## src/rtl/kyber512_hash_arbiter_pkg.sv

```systemverilog
// Shared Kyber hash-arbiter definitions: defaults, requester indices, FSM encoding.
package kyber512_hash_arbiter_pkg;

    // Arbiter sizing defaults
    localparam int unsigned KY_NUM_REQ     = 3;
    localparam int unsigned KY_TIMEOUT_CYC = 4096;
    localparam int unsigned OWNER_W        = 2;

    // Requester slots on the shared hash core
    localparam int unsigned REQ_KEM_HASH = 0;  // pre/post KEM hash
    localparam int unsigned REQ_CPA_ENC  = 1;  // CPA encrypt
    localparam int unsigned REQ_CPA_DEC  = 2;  // CPA decrypt

    // Arbiter FSM states
    typedef enum logic [1:0] {
        ST_IDLE    = 2'd0,
        ST_GRANT   = 2'd1,
        ST_WAIT    = 2'd2,
        ST_RELEASE = 2'd3
    } arb_state_e;

endpackage : kyber512_hash_arbiter_pkg

```

## src/rtl/kyber512_rr_pick.sv

```systemverilog
// Combinational round-robin winner search starting at ptr_i, wrapping modulo N.
module kyber512_rr_pick #(
    parameter int unsigned N     = 3,
    parameter int unsigned IDX_W = 2
) (
    input  logic [N-1:0]     req_i,
    input  logic [IDX_W-1:0] ptr_i,
    output logic             valid_o,
    output logic [IDX_W-1:0] idx_o
);

    int unsigned      cand;
    logic [IDX_W-1:0] cand_idx;

    // First set request at or after the pointer wins
    always_comb begin
        valid_o  = 1'b0;
        idx_o    = '0;
        cand     = 0;
        cand_idx = '0;
        for (int unsigned off = 0; off < N; off++) begin
            cand = 32'(ptr_i) + off;
            if (cand >= N) begin
                cand = cand - N;
            end
            cand_idx = IDX_W'(cand);
            if (!valid_o && req_i[cand_idx]) begin
                valid_o = 1'b1;
                idx_o   = cand_idx;
            end
        end
    end

endmodule : kyber512_rr_pick

```

## src/rtl/kyber512_hash_arbiter.sv

```systemverilog
// Round-robin arbiter granting the shared Kyber hash core to one requester at a time.
module kyber512_hash_arbiter
    import kyber512_hash_arbiter_pkg::*;
#(
    parameter int unsigned NUM_REQ     = KY_NUM_REQ,
    parameter int unsigned TIMEOUT_CYC = KY_TIMEOUT_CYC
) (
    input  logic               clk,
    input  logic               rst_n,
    input  logic [NUM_REQ-1:0] i_req,
    output logic [NUM_REQ-1:0] o_gnt,
    output logic [OWNER_W-1:0] o_owner,
    output logic               o_core_enable,
    input  logic               i_core_done,
    output logic [NUM_REQ-1:0] o_done,
    output logic [NUM_REQ-1:0] o_timeout,
    output logic               o_busy
);

    localparam int unsigned       IDX_W    = OWNER_W;
    localparam int unsigned       CNT_W    = $clog2(TIMEOUT_CYC);
    localparam logic [CNT_W-1:0]  CNT_LAST = CNT_W'(TIMEOUT_CYC - 1);
    localparam logic [IDX_W-1:0]  IDX_LAST = IDX_W'(NUM_REQ - 1);

    arb_state_e         state_q;
    logic [IDX_W-1:0]   rr_ptr_q;
    logic [IDX_W-1:0]   owner_q;
    logic [CNT_W-1:0]   cnt_q;
    logic [NUM_REQ-1:0] gnt_q;
    logic [NUM_REQ-1:0] done_q;
    logic [NUM_REQ-1:0] timeout_q;
    logic               enable_q;
    logic               busy_q;

    logic               pick_valid;
    logic [IDX_W-1:0]   pick_idx;

    kyber512_rr_pick #(
        .N     (NUM_REQ),
        .IDX_W (IDX_W)
    ) u_rr_pick (
        .req_i   (i_req),
        .ptr_i   (rr_ptr_q),
        .valid_o (pick_valid),
        .idx_o   (pick_idx)
    );

    // Arbiter FSM with registered grant, pulse and status outputs
    always_ff @(posedge clk or negedge rst_n) begin
        if (!rst_n) begin
            state_q   <= ST_IDLE;
            rr_ptr_q  <= '0;
            owner_q   <= '0;
            cnt_q     <= '0;
            gnt_q     <= '0;
            done_q    <= '0;
            timeout_q <= '0;
            enable_q  <= 1'b0;
            busy_q    <= 1'b0;
        end else begin
            enable_q  <= 1'b0;
            done_q    <= '0;
            timeout_q <= '0;
            case (state_q)
                ST_IDLE: begin
                    if (pick_valid) begin
                        state_q  <= ST_GRANT;
                        owner_q  <= pick_idx;
                        gnt_q    <= NUM_REQ'(1) << pick_idx;
                        enable_q <= 1'b1;
                        busy_q   <= 1'b1;
                    end
                end
                ST_GRANT: begin
                    cnt_q   <= '0;
                    state_q <= ST_WAIT;
                end
                ST_WAIT: begin
                    // Completion takes priority over a coincident timeout
                    if (i_core_done) begin
                        state_q <= ST_RELEASE;
                        done_q  <= gnt_q;
                    end else if (cnt_q == CNT_LAST) begin
                        state_q   <= ST_RELEASE;
                        timeout_q <= gnt_q;
                    end else if (cnt_q != '1) begin
                        cnt_q <= cnt_q + 1'b1;
                    end
                end
                ST_RELEASE: begin
                    state_q  <= ST_IDLE;
                    gnt_q    <= '0;
                    owner_q  <= '0;
                    busy_q   <= 1'b0;
                    rr_ptr_q <= (owner_q == IDX_LAST) ? '0 : owner_q + 1'b1;
                end
                default: begin
                    state_q <= ST_IDLE;
                end
            endcase
        end
    end

    assign o_gnt         = gnt_q;
    assign o_owner       = owner_q;
    assign o_core_enable = enable_q;
    assign o_done        = done_q;
    assign o_timeout     = timeout_q;
    assign o_busy        = busy_q;

endmodule : kyber512_hash_arbiter

```

## config.mk

```make
export PLATFORM = sky130hd
export DESIGN_NAME = kyber512_hash_arbiter
export DESIGN_NICKNAME = d
export VERILOG_FILES = /design/src/rtl/kyber512_hash_arbiter_pkg.sv /design/src/rtl/kyber512_rr_pick.sv /design/src/rtl/kyber512_hash_arbiter.sv
export SDC_FILE = /design/constraint.sdc
export NUM_CORES = 1
export LEC_CHECK = 0
export CORE_UTILIZATION = 60
export DETAILED_ROUTE_END_ITERATION = 7
export PLACE_DENSITY = 0.84
export SYNTH_ARGS = -nofsm -noshare
export SYNTH_HDL_FRONTEND = slang
export SYNTH_HIERARCHICAL = 1
export SYNTH_SLANG_ARGS = --single-unit
```

## constraint.sdc

```tcl
create_clock -name clk -period 5.78 [get_ports clk]
set_clock_uncertainty 0.15 [all_clocks]
set_input_delay 1.156 -clock clk [delete_from_list [all_inputs] [get_ports clk]]
set_output_delay 1.156 -clock clk [all_outputs]
set_load 0.03 [all_outputs]
```

==> reports/qor.txt <==
status = finished clean
Combinational Power Share = 48.3%
GP Congestion = 0.8563
diode count = 0
Detailed Place HPWL = 2631 µm
Clock Sinks = 29
pwr dens = 409.1 nW/µm²
Clock Power Share = 15.1%
DR pass1 iterations = 4
Cell Area, Placed = 1934 µm²
WL final = 3632 µm
Switching Fraction = 44.21%
cell leakage power = 0.9243 nW
CTS root buffer = clkbuf_4
clock latency at the later pin of the worst-skew pair = 340 ps
share of power burned in registers = 36.6%
Final nets = 212
Setup Crit Path Kind = in2reg
RSZ-0062 raised after global routing = no
Worst Path Max Fanout = 6
#FFs+latches synth = 29
CP endpoint kind = register
total track usage = 26.43%
Worst setup SP type = primary input
Core Rows = 19
Hold WS = 401.4 ps
Final setup viols = 0
fin crit share = 52.00%
yosys warns = 6
Post-CTS Setup Inserts = 0
Routed Antenna Nets = 0
Crit-path slowest cell = clkdlybuf4s50_1
FF-to-FF End = cnt_q[9]
number of synthesized flops with an enable pin = 0
top_reg_cell synth = dfrtp_1
First DRT Iteration DRCs = 62
Post-Syn Nets = 192
maximum clock rate = 332.7 MHz
FF+latch area = 725.7 µm²
core footprint = 2758 µm²
Slew Limit Headroom = 55.78%
Post-Syn Instances = 177
Async S/R FF share, synth = 100.0%
Post-CTS Resized = 0
fill count = 214
worst hold path class = reg2reg
Max IR drop VDD = 0.4063 mV
P_int = 0.0004540 W
sequential area share after synthesis = 41.52%
Initial Util = 63.38%
R2R depth = 6
antenna violations before repair = 0
cts bufs inserted = 5
NetSw = 0.0003598 W
area grow syn2layout = 13.82%
r2r startpoint = state_q[0]
DIE WIDTH = 55.98 µm
Max Cap Violations = 0
clk buf depth = 2
largest net degree at the start of global routing = 30
worst hold endpoint = rr_ptr_q[1]
IO Pins = 19
H-tree Lvls = 2
die area = 3133 µm²
area occupied by multi-input gates = 955.9 µm²
setup_tns = 0 ps
WP data arrival = 3120 ps
CP cell instances = clkdlybuf4s50_1, and2b_1, o31a_1, o31ai_1, nand3_1, nor2_1, a21oi_1, o21ai_0
Die H = 55.98 µm
CTS tree = done
WHS Path Cells = 2
Reg2Reg Setup Slack = 3120 ps
first-pass GRT wire length = 6327 µm
Tmin final = 3006 ps
hold_buf cts = 0
CP required = 5900 ps
Port Buffers = 18
DRC viols = 0
vias in the first global route = 1411
wire per inst = 15.86 µm
Final Hold Viols = 0
post-synthesis cell type count = 54
layout cells sized above 1 = 11.62%
post-synthesis cell area = 1748 µm²
grt total ovfl = 0
Hold Startpoint = rr_ptr_q[1]
measured slew at the worst slew-check pin = 662.0 ps
clk slew on worst S/H paths = 100 ps
vias = 1446
Slew Viols, Final = 0
Largest stage delay, worst path = 580 ps
final instance area = 1989 µm²
synthesized area per cell = 9.875 µm²
vias per std cell = 6.314
## cell type report
| type | instances | area share [%] |
|---|---|---|
| Inverter | 7 | 1.321 |
| Tap cell | 31 | 1.950 |
| Clock inverter | 3 | 0.8805 |
| Multi-Input combinational cell | 135 | 48.05 |
| Sequential cell | 29 | 36.48 |
| Clock buffer | 5 | 1.887 |
| Timing Repair Buffer | 19 | 9.434 |
## per-layer routing
layer	vias up	GRT usage [%]	wire (µm)
met5	-	0	0
li1	700	-	-
met2	43	42.86	1760
met3	6	5.581	180
met1	697	32.87	1626
met4	0	14.63	65
## registers in the layout, indices dropped and copies added, names as in the netlist, 2 cells and up
signal,count
o_done,3
o_timeout,3
o_owner,2
state_q,2
rr_ptr_q,2
cnt_q,12
o_gnt,3
## through the flow
| stage | setup WS, ps | std cells | util, % | power (W) |
|---|---|---|---|---|
| 2_1_floorplan | 3328 | 177 | - | 0.0005860 |
| 3_3_place_gp | 2560 | 221 | 70.15 | 0.0006677 |
| 3_5_place_dp | 2432 | 221 | 70.15 | 0.0006925 |
| 4_1_cts | 2798 | 229 | 72.14 | 0.0008164 |
| 5_1_grt | 2626 | 229 | 72.14 | 0.0008740 |
| 6_report | 2774 | 229 | 72.14 | 0.0008138 |
## power groups by stage
stage / sequential (W) / combinational, W / clock (W)
after floorplan: 0.000325 / 0.000261 / 0
after global placement: 0.000296 / 0.000371 / 0
after detailed placement: 0.000301 / 0.000391 / 0
after CTS: 0.000298 / 0.000392 / 0.000127
after global routing: 0.000304 / 0.000437 / 0.000133
final: 0.000298 / 0.000393 / 0.000123
## critical path: cells and delay by family
kind / cells / cell delay, ps
compound gates: 4 / 840
buf+inv: 1 / 580
simple gates: 3 / 550
## worst max-delay path by stage
stage	cells after the start	to	slack, ps	startpoint
floorplan	7	o_gnt[1]	3330	i_req[2]
detailed placement	8	o_gnt[1]	2430	i_req[2]
global route	8	o_gnt[1]	2630	i_req[2]
finish	8	o_gnt[1]	2770	i_req[2]
CTS	8	o_gnt[1]	2800	i_req[2]
global placement	8	o_gnt[1]	2560	i_req[2]
## cells in the final DEF (no fill, tap or decap), types with 5 or more instances in the layout
cell type         n
a21oi_1           8
and3_1            8
clkbuf_4          5
clkdlybuf4s50_1  18
dfrtp_1          29
ha_1              9
inv_1             7
nand2_1          13
nand3_1           5
nor2_1           16
o21ai_0           8
## Yosys cell counts, types with 4 or more instances
cell type / instances / area (µm²)
and3_1: 8 / 50.05
inv_1: 7 / 26.28
ha_1: 9 / 112.6
a21oi_1: 8 / 40.04
nor2_1: 16 / 60.06
mux2_2: 4 / 45.04
nand3_1: 5 / 25.02
o21ai_0: 8 / 40.04
a22o_1: 4 / 35.03
dfrtp_1: 29 / 725.7
nor3_1: 4 / 20.02
nor2b_1: 4 / 25.02
nand2_1: 13 / 48.80
## cell families (layout without fill, tap and decap cells)
group | after synthesis | count (layout) | synth area share, %
flip-flops | 29 | 29 | 41.52
AND/OR/NAND/NOR | 76 | 76 | 26.49
multiplexers | 8 | 8 | 4.939
adder cells (fa/ha/maj) | 9 | 9 | 6.442
AO/OA/AOI/OAI | 41 | 41 | 16.32
XOR/XNOR | 1 | 1 | 0.5012
buffers and inverters | 13 | 34 | 3.794
Note: power is estimated with default switching activity, not from simulation.
